## config.mk

```make
export PLATFORM = sky130hd
export DESIGN_NAME = ps2_rx_fifo_flat
export DESIGN_NICKNAME = d
export VERILOG_FILES = /design/src/rtl/ps2_rx_fifo_if.sv /design/src/rtl/ps2_rx_fifo.sv /design/src/flat_wrapper.sv
export SDC_FILE = /design/constraint.sdc
export NUM_CORES = 1
export LEC_CHECK = 0
export CAP_MARGIN = 20
export CORE_ASPECT_RATIO = 2
export CORE_MARGIN = 5
export CORE_UTILIZATION = 40
export DETAILED_ROUTE_END_ITERATION = 10
export PLACE_DENSITY = 0.67
export SETUP_SLACK_MARGIN = 0.1
export SYNTH_ARGS = -nofsm -noshare
export SYNTH_HDL_FRONTEND = slang
export SYNTH_SLANG_ARGS = --single-unit
```

## constraint.sdc

```tcl
create_clock -name clk -period 5.85 [get_ports clk]
set_clock_uncertainty 0.2 [all_clocks]
set_input_delay 1.4625 -clock clk [delete_from_list [all_inputs] [get_ports clk]]
set_output_delay 1.4625 -clock clk [all_outputs]
set_load 0.005 [all_outputs]
```

## src/rtl/ps2_rx_fifo_if.sv

```systemverilog
// Signal bundle between the PS/2 receiver and the memory-mapped PS2 register.
// The slave view is the receiver. The master view is the host side that drives the lines and the pop strobe.
interface ps2_rx_fifo_if;
  logic        ps2_clk;
  logic        ps2_data;
  logic        ps2_ren;
  logic [15:0] ps2_data_out;
  logic        frame_err;

  modport slave (
    input  ps2_clk,
    input  ps2_data,
    input  ps2_ren,
    output ps2_data_out,
    output frame_err
  );

  modport master (
    output ps2_clk,
    output ps2_data,
    output ps2_ren,
    input  ps2_data_out,
    input  frame_err
  );
endinterface

```

## src/rtl/ps2_rx_fifo.sv

```systemverilog
// PS/2 device-to-host frame receiver feeding a show-ahead scan-code FIFO.
// It checks start, odd parity and stop, times out stalled frames, and keeps a sticky overflow flag.
module ps2_rx_fifo #(
  parameter int FIFO_DEPTH     = 8,
  parameter int TIMEOUT_CYCLES = 100000
) (
  input  logic         clk,
  input  logic         rst,
  ps2_rx_fifo_if.slave bus
);

  localparam int AW = $clog2(FIFO_DEPTH);
  localparam int TW = $clog2(TIMEOUT_CYCLES + 1);
  localparam logic [AW:0] L_DEPTH   = (AW+1)'(FIFO_DEPTH);
  localparam logic [TW-1:0] L_TMO   = TW'(TIMEOUT_CYCLES);

  typedef enum logic [1:0] {S_IDLE, S_DATA, S_PARITY, S_STOP} state_t;

  logic r_clk_s1, r_clk_s2, r_clk_prev;
  logic r_dat_s1, r_dat_s2;
  logic w_fall;

  state_t      r_state, w_state_next;
  logic [2:0]  r_bitcnt, w_bitcnt_next;
  logic [7:0]  r_shift, w_shift_next;
  logic        r_par, w_par_next;
  logic        w_push, w_err, w_timeout;
  logic        r_frame_err;
  logic [TW-1:0] r_to_cnt;

  logic [7:0]    r_mem [FIFO_DEPTH];
  logic [AW-1:0] r_wr_ptr, r_rd_ptr;
  logic [AW:0]   r_count;
  logic          r_ovf;
  logic          w_nonempty, w_full, w_pop, w_push_ok, w_ovf_set;

  // Synchronisers idle high so reset never fabricates a falling edge.
  always_ff @(posedge clk or posedge rst) begin
    if (rst) begin
      r_clk_s1   <= 1'b1;
      r_clk_s2   <= 1'b1;
      r_clk_prev <= 1'b1;
      r_dat_s1   <= 1'b1;
      r_dat_s2   <= 1'b1;
    end else begin
      r_clk_s1   <= bus.ps2_clk;
      r_clk_s2   <= r_clk_s1;
      r_clk_prev <= r_clk_s2;
      r_dat_s1   <= bus.ps2_data;
      r_dat_s2   <= r_dat_s1;
    end
  end

  assign w_fall    = r_clk_prev & ~r_clk_s2;
  assign w_timeout = (r_state != S_IDLE) && (r_to_cnt == L_TMO);

  always_ff @(posedge clk or posedge rst) begin
    if (rst) begin
      r_state     <= S_IDLE;
      r_bitcnt    <= 3'd0;
      r_shift     <= 8'h00;
      r_par       <= 1'b0;
      r_frame_err <= 1'b0;
      r_to_cnt    <= '0;
    end else begin
      r_state     <= w_state_next;
      r_bitcnt    <= w_bitcnt_next;
      r_shift     <= w_shift_next;
      r_par       <= w_par_next;
      r_frame_err <= w_err;
      if (r_state == S_IDLE || w_fall)
        r_to_cnt <= '0;
      else if (!w_timeout)
        r_to_cnt <= r_to_cnt + TW'(1);
    end
  end

  always_comb begin
    w_state_next  = r_state;
    w_bitcnt_next = r_bitcnt;
    w_shift_next  = r_shift;
    w_par_next    = r_par;
    w_push        = 1'b0;
    w_err         = 1'b0;
    if (w_fall) begin
      case (r_state)
        S_IDLE: begin
          if (!r_dat_s2) begin
            w_state_next  = S_DATA;
            w_bitcnt_next = 3'd0;
          end else begin
            w_err = 1'b1;
          end
        end
        S_DATA: begin
          w_shift_next[r_bitcnt] = r_dat_s2;
          if (r_bitcnt == 3'd7)
            w_state_next = S_PARITY;
          else
            w_bitcnt_next = r_bitcnt + 3'd1;
        end
        S_PARITY: begin
          w_par_next   = r_dat_s2;
          w_state_next = S_STOP;
        end
        S_STOP: begin
          w_state_next = S_IDLE;
          if (r_dat_s2 && (^{r_shift, r_par}))
            w_push = 1'b1;
          else
            w_err = 1'b1;
        end
        default: w_state_next = S_IDLE;
      endcase
    end else if (w_timeout) begin
      w_state_next  = S_IDLE;
      w_bitcnt_next = 3'd0;
      w_err         = 1'b1;
    end
  end

  assign w_nonempty = (r_count != '0);
  assign w_full     = (r_count == L_DEPTH);
  assign w_pop      = bus.ps2_ren && w_nonempty;
  // A pop in the same cycle frees the slot, so a full FIFO still accepts the push.
  assign w_push_ok  = w_push && (!w_full || w_pop);
  assign w_ovf_set  = w_push && w_full && !w_pop;

  always_ff @(posedge clk) begin
    if (w_push_ok)
      r_mem[r_wr_ptr] <= r_shift;
  end

  always_ff @(posedge clk or posedge rst) begin
    if (rst) begin
      r_wr_ptr <= '0;
      r_rd_ptr <= '0;
      r_count  <= '0;
      r_ovf    <= 1'b0;
    end else begin
      if (w_push_ok)
        r_wr_ptr <= r_wr_ptr + AW'(1);
      if (w_pop)
        r_rd_ptr <= r_rd_ptr + AW'(1);
      if (w_push_ok && !w_pop)
        r_count <= r_count + (AW+1)'(1);
      else if (w_pop && !w_push_ok)
        r_count <= r_count - (AW+1)'(1);
      if (w_ovf_set)
        r_ovf <= 1'b1;
      else if (bus.ps2_ren)
        r_ovf <= 1'b0;
    end
  end

  assign bus.ps2_data_out = {w_nonempty, r_ovf, 6'b000000,
                             w_nonempty ? r_mem[r_rd_ptr] : 8'h00};
  assign bus.frame_err    = r_frame_err;

endmodule

```

## src/flat_wrapper.sv

```systemverilog
// flat-port wrapper written by rule: the top's interface ports become plain ports
module ps2_rx_fifo_flat 
#(
  parameter int FIFO_DEPTH     = 8,
  parameter int TIMEOUT_CYCLES = 100000
)
  (clk, rst, bus_ps2_clk, bus_ps2_data, bus_ps2_ren, bus_ps2_data_out, bus_frame_err);
  ps2_rx_fifo_if bus_i ();
  input  logic clk;
  input  logic rst;
  input wire logic [$bits(bus_i.ps2_clk)-1:0] bus_ps2_clk;
  input wire logic [$bits(bus_i.ps2_data)-1:0] bus_ps2_data;
  input wire logic [$bits(bus_i.ps2_ren)-1:0] bus_ps2_ren;
  output wire logic [$bits(bus_i.ps2_data_out)-1:0] bus_ps2_data_out;
  output wire logic [$bits(bus_i.frame_err)-1:0] bus_frame_err;
  assign bus_i.ps2_clk = bus_ps2_clk;
  assign bus_i.ps2_data = bus_ps2_data;
  assign bus_i.ps2_ren = bus_ps2_ren;
  assign bus_ps2_data_out = bus_i.ps2_data_out;
  assign bus_frame_err = bus_i.frame_err;
  ps2_rx_fifo #(.FIFO_DEPTH(FIFO_DEPTH), .TIMEOUT_CYCLES(TIMEOUT_CYCLES)) u_core (.clk(clk), .rst(rst), .bus(bus_i));
endmodule
```

# Word-level counts from Yosys, hierarchy flattened
# Memories as Yosys holds them, arrays and structs flattened.
# Index checks and enable logic that the tools add are counted.
[totals]
ff_bits = 48
mem_bits_rw = 64
out_inout_bits = 17
memories = 1
[classes]
add_sub_neg = 6
n_lt_le_gt_ge = 2
eq_ne = 11
mux = 30
bitwise_logic = 2
reduce_logical = 25
[memory_table]
columns = ["name", "depth", "width", "rd", "rd_ports_with_merged_regs", "write_ports", "line", "rtl"]
rows = [
  ["u_core.r_mem", 8, 8, 1, 0, 1, "ps2_rx_fifo.sv:31", "logic [7:0] r_mem [FIFO_DEPTH];"],
]
[op_table]
columns = ["operator", "count"]
rows = [
  ["$mux 17", 2],
  ["$add 17x1->17 const B", 1],
  ["$eq 17x17->1 const B", 1],
  ["$mux 1", 12],
  ["$mux 3", 4],
  ["$ne 3x3->1 const B", 4],
  ["$add 3x1->3 const B", 3],
  ["$logic_and 1x1->1", 9],
  ["$reduce_xor 9->1", 1],
  ["$bwmux 8", 1],
  ["$mux 2", 4],
  ["$mux 4", 2],
  ["$mux 8", 1],
  ["$pmux 2 s4", 1],
  ["$reduce_bool 2->1", 4],
  ["$pmux 3 s2", 1],
  ["$add 4x1->4 const B", 1],
  ["$eq 2x2->1 const B", 2],
  ["$eq 4x4->1 const B", 1],
  ["$lt 3x4->1 const B", 1],
  ["$reduce_and 2->1", 2],
  ["$reduce_and 4->1", 1],
  ["$reduce_bool 4->1", 1],
  ["$sub 4x1->4 const B", 1],
  ["other kinds (12)", 15],
]

# Logic depth before layout (Yosys ltp)
# Gate-level depths: netlist of run 1.
[depth]
depth_word = 10
depth_mapped = 13

# Least setup slack after synthesis of run 1
# OpenSTA, ideal clock, no wires.
[synth_path]
path_kind = "input-to-reg"
from = "input bus_ps2_ren"
to = "register u_core.r_count[3]"
setup_time_ns = 0.125
arrival_time_ns = 3.039
required_ns = 5.525
path_slack_ns = 2.485
stages = 11
path_buffers = 0
path_cell_list = "nand3b_1 -> nand3_4 -> inv_1 -> ha_1 -> inv_1 -> ha_1 -> a21o_1 -> a21oi_1 -> xnor2_1 -> nor2_1 -> xor2_1"
[synth_via]
elab_chain_cells = 6
word_cells_on_any_way = 9
classes_between = "1 x mux; 8 x reduce/logical"
[synth_lines]
columns = ["item", "line", "rtl"]
rows = [
  ["from (decl)", "flat_wrapper.sv:13", "input wire logic [$bits(bus_i.ps2_ren)-1:0] bus_ps2_ren;"],
  ["$logic_and 1x1->1 (*)", "ps2_rx_fifo.sv:124", "assign w_pop = bus.ps2_ren && w_nonempty;"],
  ["$logic_or 1x1->1 (*)", "ps2_rx_fifo.sv:126", "assign w_push_ok = w_push && (!w_full || w_pop);"],
  ["$logic_and 1x1->1 (*)", "ps2_rx_fifo.sv:126", ""],
  ["via u_core.w_push_ok", "ps2_rx_fifo.sv:35", "logic w_nonempty, w_full, w_pop, w_push_ok, w_ovf_set;"],
  ["$logic_not 1->1", "ps2_rx_fifo.sv:147", "else if (w_pop && !w_push_ok)"],
  ["$logic_and 1x1->1", "ps2_rx_fifo.sv:147", ""],
  ["$reduce_bool 2->1 (no line)", "-", ""],
  ["to (signal assigned)", "ps2_rx_fifo.sv:146", "r_count <= r_count + (AW+1)'(1);"],
  ["to (signal assigned)", "ps2_rx_fifo.sv:148", "r_count <= r_count - (AW+1)'(1);"],
  ["to (decl)", "ps2_rx_fifo.sv:33", "logic [AW:0] r_count;"],
]
# Mark *: on every way through the listed nets, which the timed path passes. The rest lies on a longest branch.
# A chain may end at the register's enable or synchronous reset.

# Worst setup path in the final report of run 1
[layout_path]
from = "register u_core.r_rd_ptr[1]"
to = "output bus_ps2_data_out[0]"
[layout_via]
elab_chain_cells = 2
[layout_lines]
columns = ["item", "line", "rtl"]
rows = [
  ["from (decl)", "ps2_rx_fifo.sv:32", "logic [AW-1:0] r_wr_ptr, r_rd_ptr;"],
  ["from (signal assigned)", "ps2_rx_fifo.sv:144", "r_rd_ptr <= r_rd_ptr + AW'(1);"],
  ["$mem_v2 8x8", "-", ""],
  ["$mux 8", "ps2_rx_fifo.sv:157", "w_nonempty ? r_mem[r_rd_ptr] : 8'h00};"],
  ["to (decl)", "flat_wrapper.sv:14", "output wire logic [$bits(bus_i.ps2_data_out)-1:0] bus_ps2_data_out;"],
]
# Every way passes these cells.

==> summary.txt, run 1 <==
max cap viols -> 0
nets@finish -> 390
total power -> 2.30 mW
Seq cells post-synth -> 112
Hold Startpoint -> u_core.r_dat_s1
critical path startpoint category -> flip-flop
die area -> 15100 um^2
Initial Util -> 0.405
largest net degree at the start of global routing -> 49
FF-to-FF Start -> u_core.r_shift[4]
CTS max path bufs -> 2
most frequent cells in the layout -> 64 x edfxtp_1, 43 x dfrtp_1, 35 x nor2_1
Seq/Total Area, Yosys -> 0.619
die width -> 89.5 um
RSZ-0062 raised after global routing -> false
post-synthesis async set-or-reset flop share -> 0.429
Fin. Hold Viols -> 0
share of post-route cells with drive strength above 1 -> 0.165
1st-iter DRT viols -> 121
Worst Hold End -> u_core.r_dat_s2
Reg-to-Reg End -> u_core.r_count[3]
number of flops mapped to enable cells by yosys -> 64
Top Ports -> 22
Worst Path Buf+Inv -> 1
# DRC -> 0
max incr delay on CP -> 0.84 ns
Worst Tran Pin Value -> 0.893 ns
GRT Overall Usage -> 0.125
Fin Setup TNS -> 0 ns
Core Region -> 12500 um^2
routability cong. -> 0.804
critical path endpoint category -> output pin
Gate Count Post-Synth -> 358
WHS -> 0.158 ns
# clock sinks -> 112
Final Cycle Share -> 0.669
WHS Path Cells -> 0
Post-DP HPWL -> 6.48 mm
crit path max fanout -> 18
worst endpoint required time -> 4.19 ns
Synth Warn # -> 0
Synth Flop Type -> edfxtp_1
met3 WL -> 161 um
Worst EP arrival -> 2.25 ns
status -> complete, no violations
commonest non-fill, non-tap cell in the layout -> edfxtp_1
DR top layer -> met4
first-pass GRT wire length -> 14.4 mm
Rows -> 58
number of antenna violations at the first check in global routing -> 0
DRT Pass-1 Iters -> 4
flop2flop setup slack -> 2.64 ns
M1 WL -> 3.00 mm
R2R cell count -> 13
via count -> 2740
cell taking the most area after synthesis -> edfxtp_1
CTS clk-pin slew, worst paths -> 0.08 ns
Rel. slew slack -> 0.402
Post-CTS Resized -> 0
WL met2 -> 5.42 mm
Die Ht -> 169 um
CTS tree -> done
P_leak -> 2.15 nW
Root Driver -> clkbuf_16
critical path type -> flip-flop to output pin
Inserted Clock Buffers -> 9
PwrDens -> 407 nW/um^2
largest cells by area after synthesis -> edfxtp_1 38%, dfrtp_1 21%, mux4_2 7.1%
Max Freq -> 0.256 GHz
H-tree depth -> 3
CP cell instances -> mux4_2 -> mux2i_1 -> nor2_1 -> clkdlybuf4s50_1
Pins Over Slew Limit -> 0
vias in the first global route -> 2875
Post-DRT Antenna Nets -> 0
DR WL/cell -> 16.5 um
post-synth cell types -> 46
Synth Cell Area -> 5060 um^2
worst vdd ir -> 0.208 mV
hold_buf cts -> 0
Synth top area share -> 0.380
Post-Route WL -> 8.70 mm
Synth Area per Inst -> 14.1 um^2
# setup viols final -> 0
Syn-to-layout area delta -> 11.8%
I/O Buffers -> 15
Antenna diodes -> 0
Avg Vias per Cell -> 5.21
worst skew pair latency -> 0.34 ns
Final Critical Period -> 3.91 ns
Post-CTS Setup Repair Bufs -> 0
worst min path class -> flip-flop to flip-flop
Worst path slowest cell -> dfrtp_1
kind of cell adding the most delay to the critical path -> flip-flops
GR Overflow Total -> 0
filler cell count -> 1112
[flip-flops by register name, summed over array words and instances, names as in the netlist, 2 cells and up]
signal and cells:
u_core.r_count 4, u_core.r_wr_ptr 3, u_core.r_bitcnt 3, u_core.r_mem 64
u_core.r_rd_ptr 3, u_core.r_shift 8, u_core.r_state 2, u_core.r_to_cnt 17
[cells in the mapped netlist, types with 2 or more instances]
master     instances
and4_1             4
edfxtp_1          64
buf_2              2
a21oi_1           10
nand3b_1           4
mux4_2            16
and3_1             2
nor4_2             2
buf_4              8
nand3_1            8
nor2b_1            2
inv_1             11
o2bb2ai_1          2
clkbuf_1          10
xnor2_1           16
buf_1              3
o21ai_0            4
mux2i_1            8
nand4_1            8
nor3_1             7
dfrtp_1           43
or3b_2             2
nor3b_1            2
mux2_2            11
nor2_1            35
xor2_1            11
dfstp_2            5
ha_1              13
nand2b_1           5
nand2_1           22
a21o_1             3
[through the flow]
stage	setup WS [ns]	utilization	instance area, um^2	instances
2_1_floorplan	2.49	-	5080	363
3_3_place_gp	1.83	0.426	5320	508
3_5_place_dp	1.79	0.426	5320	508
4_1_cts	1.45	0.449	5610	524
5_1_grt	1.82	0.453	5660	526
6_report	1.94	0.453	5660	526
[how the worst max path moves through the flow]
| stage | startpoint | end | slack, ns | cells after the start |
|---|---|---|---|---|
| after detailed placement | bus_ps2_ren | u_core.r_count[3] | 1.79 | 12 |
| after CTS | u_core.r_rd_ptr[0] | bus_ps2_data_out[0] | 1.45 | 4 |
| final | u_core.r_rd_ptr[1] | bus_ps2_data_out[0] | 1.94 | 4 |
| after floorplan | bus_ps2_ren | u_core.r_count[3] | 2.49 | 11 |
| after global placement | u_core.r_rd_ptr[0] | bus_ps2_data_out[0] | 1.83 | 4 |
| after global routing | u_core.r_rd_ptr[0] | bus_ps2_data_out[0] | 1.82 | 5 |
[final cells by class]
cell class | count | area (um^2) | area share
Sequential cell | 112 | 3130 | 0.553
Multi-Input combinational cell | 217 | 1790 | 0.316
Clock buffer | 10 | 229 | 0.0405
Timing Repair Buffer | 20 | 220 | 0.0389
Tap cell | 150 | 188 | 0.0332
Clock inverter | 6 | 62.6 | 0.0111
Inverter | 11 | 41.3 | 0.00730
[power breakdown]
part | internal (mW) | leakage [nW] | switching, mW
combinational | 0.380 | 0.771 | 0.282
sequential | 0.921 | 1.24 | 0.138
clock | 0.300 | 0.142 | 0.282
total | 1.60 | 2.15 | 0.703
[per-layer routing]
metal	global-route usage	up-vias
met5	0	-
met4	0.0434	0
met3	0.0190	10
met2	0.243	26
met1	0.128	1391
li1	-	1313
[logic make-up after synthesis]
group | Yosys count | synth area share
other | 1 | 0.000741
AND/OR/NAND/NOR | 108 | 0.112
multiplexers | 36 | 0.115
XOR/XNOR | 29 | 0.0569
adder cells (fa/ha/maj) | 14 | 0.0361
AO/OA/AOI/OAI | 24 | 0.0297
buffers and inverters | 34 | 0.0317
flip-flops | 112 | 0.619
No activity file was read; power rests on OpenSTA's default activity.
==> run 2: changes to the inputs <==
Clock period 5.85 ns to 3.85 ns, I/O delays scaled along.
==> run 2 against run 1 <==
  * First-iteration DRC count up 36%
  * Cell area up 0.62%
  * Largest power group unchanged
  * Critical path depth unchanged
  * Utilization up 0.28 points
  * Critical endpoint is now bus_ps2_data_out[1]
  * Via count down 0.33%
==> summary.txt, run 2 (synthesis results as in run 1) <==
Post-DP HPWL -> 6.44 mm
Sw Share -> 0.313
H-tree depth -> 3
hold_buf cts -> 0
Inserted Clock Buffers -> 9
Core Region -> 12500 um^2
die area -> 15100 um^2
1st-iter DRT viols -> 165
Post-Route WL -> 8.97 mm
Post-CTS Setup Repair Bufs -> 0
most frequent cells in the layout -> 64 x edfxtp_1, 43 x dfrtp_1, 35 x nor2_1
GR Overflow Total -> 0
# setup viols final -> 0
critical path type -> flip-flop to output pin
Final Critical Period -> 3.51 ns
flop2flop setup slack -> 0.58 ns
routability cong. -> 0.785
RSZ-0062 raised after global routing -> false
Post-CTS Resized -> 0
Root Driver -> clkbuf_16
crit path capture -> bus_ps2_data_out[1]
# DRC -> 0
Worst EP arrival -> 2.34 ns
P_leak -> 2.19 nW
Max Freq -> 0.285 GHz
combinational power share -> 0.286
status -> complete, no violations
Clk pwr share -> 0.258
I/O Buffers -> 15
Top Ports -> 22
Avg Vias per Cell -> 5.12
max reg flops -> 64
crit path max fanout -> 18
Syn-to-layout area delta -> 12.5%
R2R cell count -> 13
commonest non-fill, non-tap cell in the layout -> edfxtp_1
register with the most flip-flops -> u_core.r_mem
GRT Overall Usage -> 0.132
share of post-route cells with drive strength above 1 -> 0.180
Worst Tran Pin Value -> 0.836 ns
worst vdd ir -> 0.370 mV
nets@finish -> 397
Rows -> 58
number of antenna violations at the first check in global routing -> 0
worst min path class -> flip-flop to flip-flop
via count -> 2731
Top Registers -> u_core.r_mem (64), u_core.r_to_cnt (17), u_core.r_shift (8)
max cap viols -> 0
Non-Filler Instances -> 533
DRT Pass-1 Iters -> 4
Reg-to-Reg End -> u_core.r_count[3]
Final Cycle Share -> 0.911
Initial Util -> 0.405
placed insts -> 516
worst skew pair latency -> 0.35 ns
Fin Setup TNS -> 0 ns
Fin. Hold Viols -> 0
die width -> 89.5 um
first-pass GRT wire length -> 14.7 mm
total power -> 3.52 mW
Pins Over Slew Limit -> 0
Post-DRT Antenna Nets -> 0
Rel. slew slack -> 0.442
# clock sinks -> 112
CTS max path bufs -> 2
CTS tree -> done
critical path endpoint category -> output pin
worst endpoint required time -> 2.69 ns
PwrDens -> 618 nW/um^2
vias in the first global route -> 2889
DR WL/cell -> 16.8 um
critical path startpoint category -> flip-flop
Die Ht -> 169 um
Cell Int Power -> 2.41 mW
FF-to-FF Start -> u_core.r_shift[4]
Reg power frac -> 0.456
Psw -> 1.10 mW
Worst setup startpoint -> u_core.r_rd_ptr[1]
Antenna diodes -> 0
largest net degree at the start of global routing -> 49
CTS clk-pin slew, worst paths -> 0.08 ns
[run 2: per-stage QoR]
| stage | worst slack (ns) | cell area, um^2 | hold WS (ns) | util |
|---|---|---|---|---|
| floorplan | 0.888 | 5080 | 0.145 | - |
| global placement | 0.392 | 5380 | 0.146 | 0.431 |
| detailed placement | 0.311 | 5380 | 0.148 | 0.431 |
| CTS | 0.313 | 5670 | 0.159 | 0.454 |
| global route | 0.222 | 5690 | 0.165 | 0.456 |
| finish | 0.344 | 5690 | 0.158 | 0.456 |
[run 2: critical path: stages (launching register included)]
cell	delay, ns
dfrtp_1	0.89
mux4_2	0.44
mux2i_1	0.15
nor2_1	0.06
clkdlybuf4s50_1	0.44
[run 2: how the worst min path moves through the flow]
| stage | startpoint | endpoint | slack [ns] | cells after the start |
|---|---|---|---|---|
| finish | u_core.r_clk_s1 | u_core.r_clk_s2 | 0.16 | 0 |
| detailed placement | u_core.r_clk_s1 | u_core.r_clk_s2 | 0.15 | 0 |
| global route | u_core.r_clk_s1 | u_core.r_clk_s2 | 0.17 | 0 |
| CTS | u_core.r_clk_s1 | u_core.r_clk_s2 | 0.16 | 0 |
| global placement | u_core.r_clk_s1 | u_core.r_clk_s2 | 0.15 | 0 |
| floorplan | u_core.r_clk_s1 | u_core.r_clk_s2 | 0.15 | 0 |
[run 2: cell type report]
| class | instances | area [um^2] |
|---|---|---|
| Clock inverter | 7 | 68.8 |
| Fill cell | 1130 | 6790 |
| Tap cell | 150 | 188 |
| Clock buffer | 9 | 225 |
| Inverter | 11 | 41.3 |
| Timing Repair Buffer | 27 | 253 |
| Sequential cell | 112 | 3130 |
| Multi-Input combinational cell | 217 | 1790 |
[run 2: routing by layer]
layer	up-vias	share of wire	track usage
li1	1325	-	-
met1	1364	0.35	0.131
met2	28	0.60	0.251
met3	14	0.024	0.0302
met4	0	0.023	0.0518
met5	-	0	0
[run 2: power groups by stage]
| stage | sequential (mW) | combinational (mW) | clock [mW] |
|---|---|---|---|
| 6_report | 1.60 | 1.01 | 0.907 |
| 3_5_place_dp | 1.63 | 1.02 | 0 |
| 5_1_grt | 1.63 | 1.12 | 0.984 |
| 4_1_cts | 1.61 | 1.03 | 0.930 |
| 2_1_floorplan | 1.52 | 0.815 | 0 |
| 3_3_place_gp | 1.62 | 0.998 | 0 |
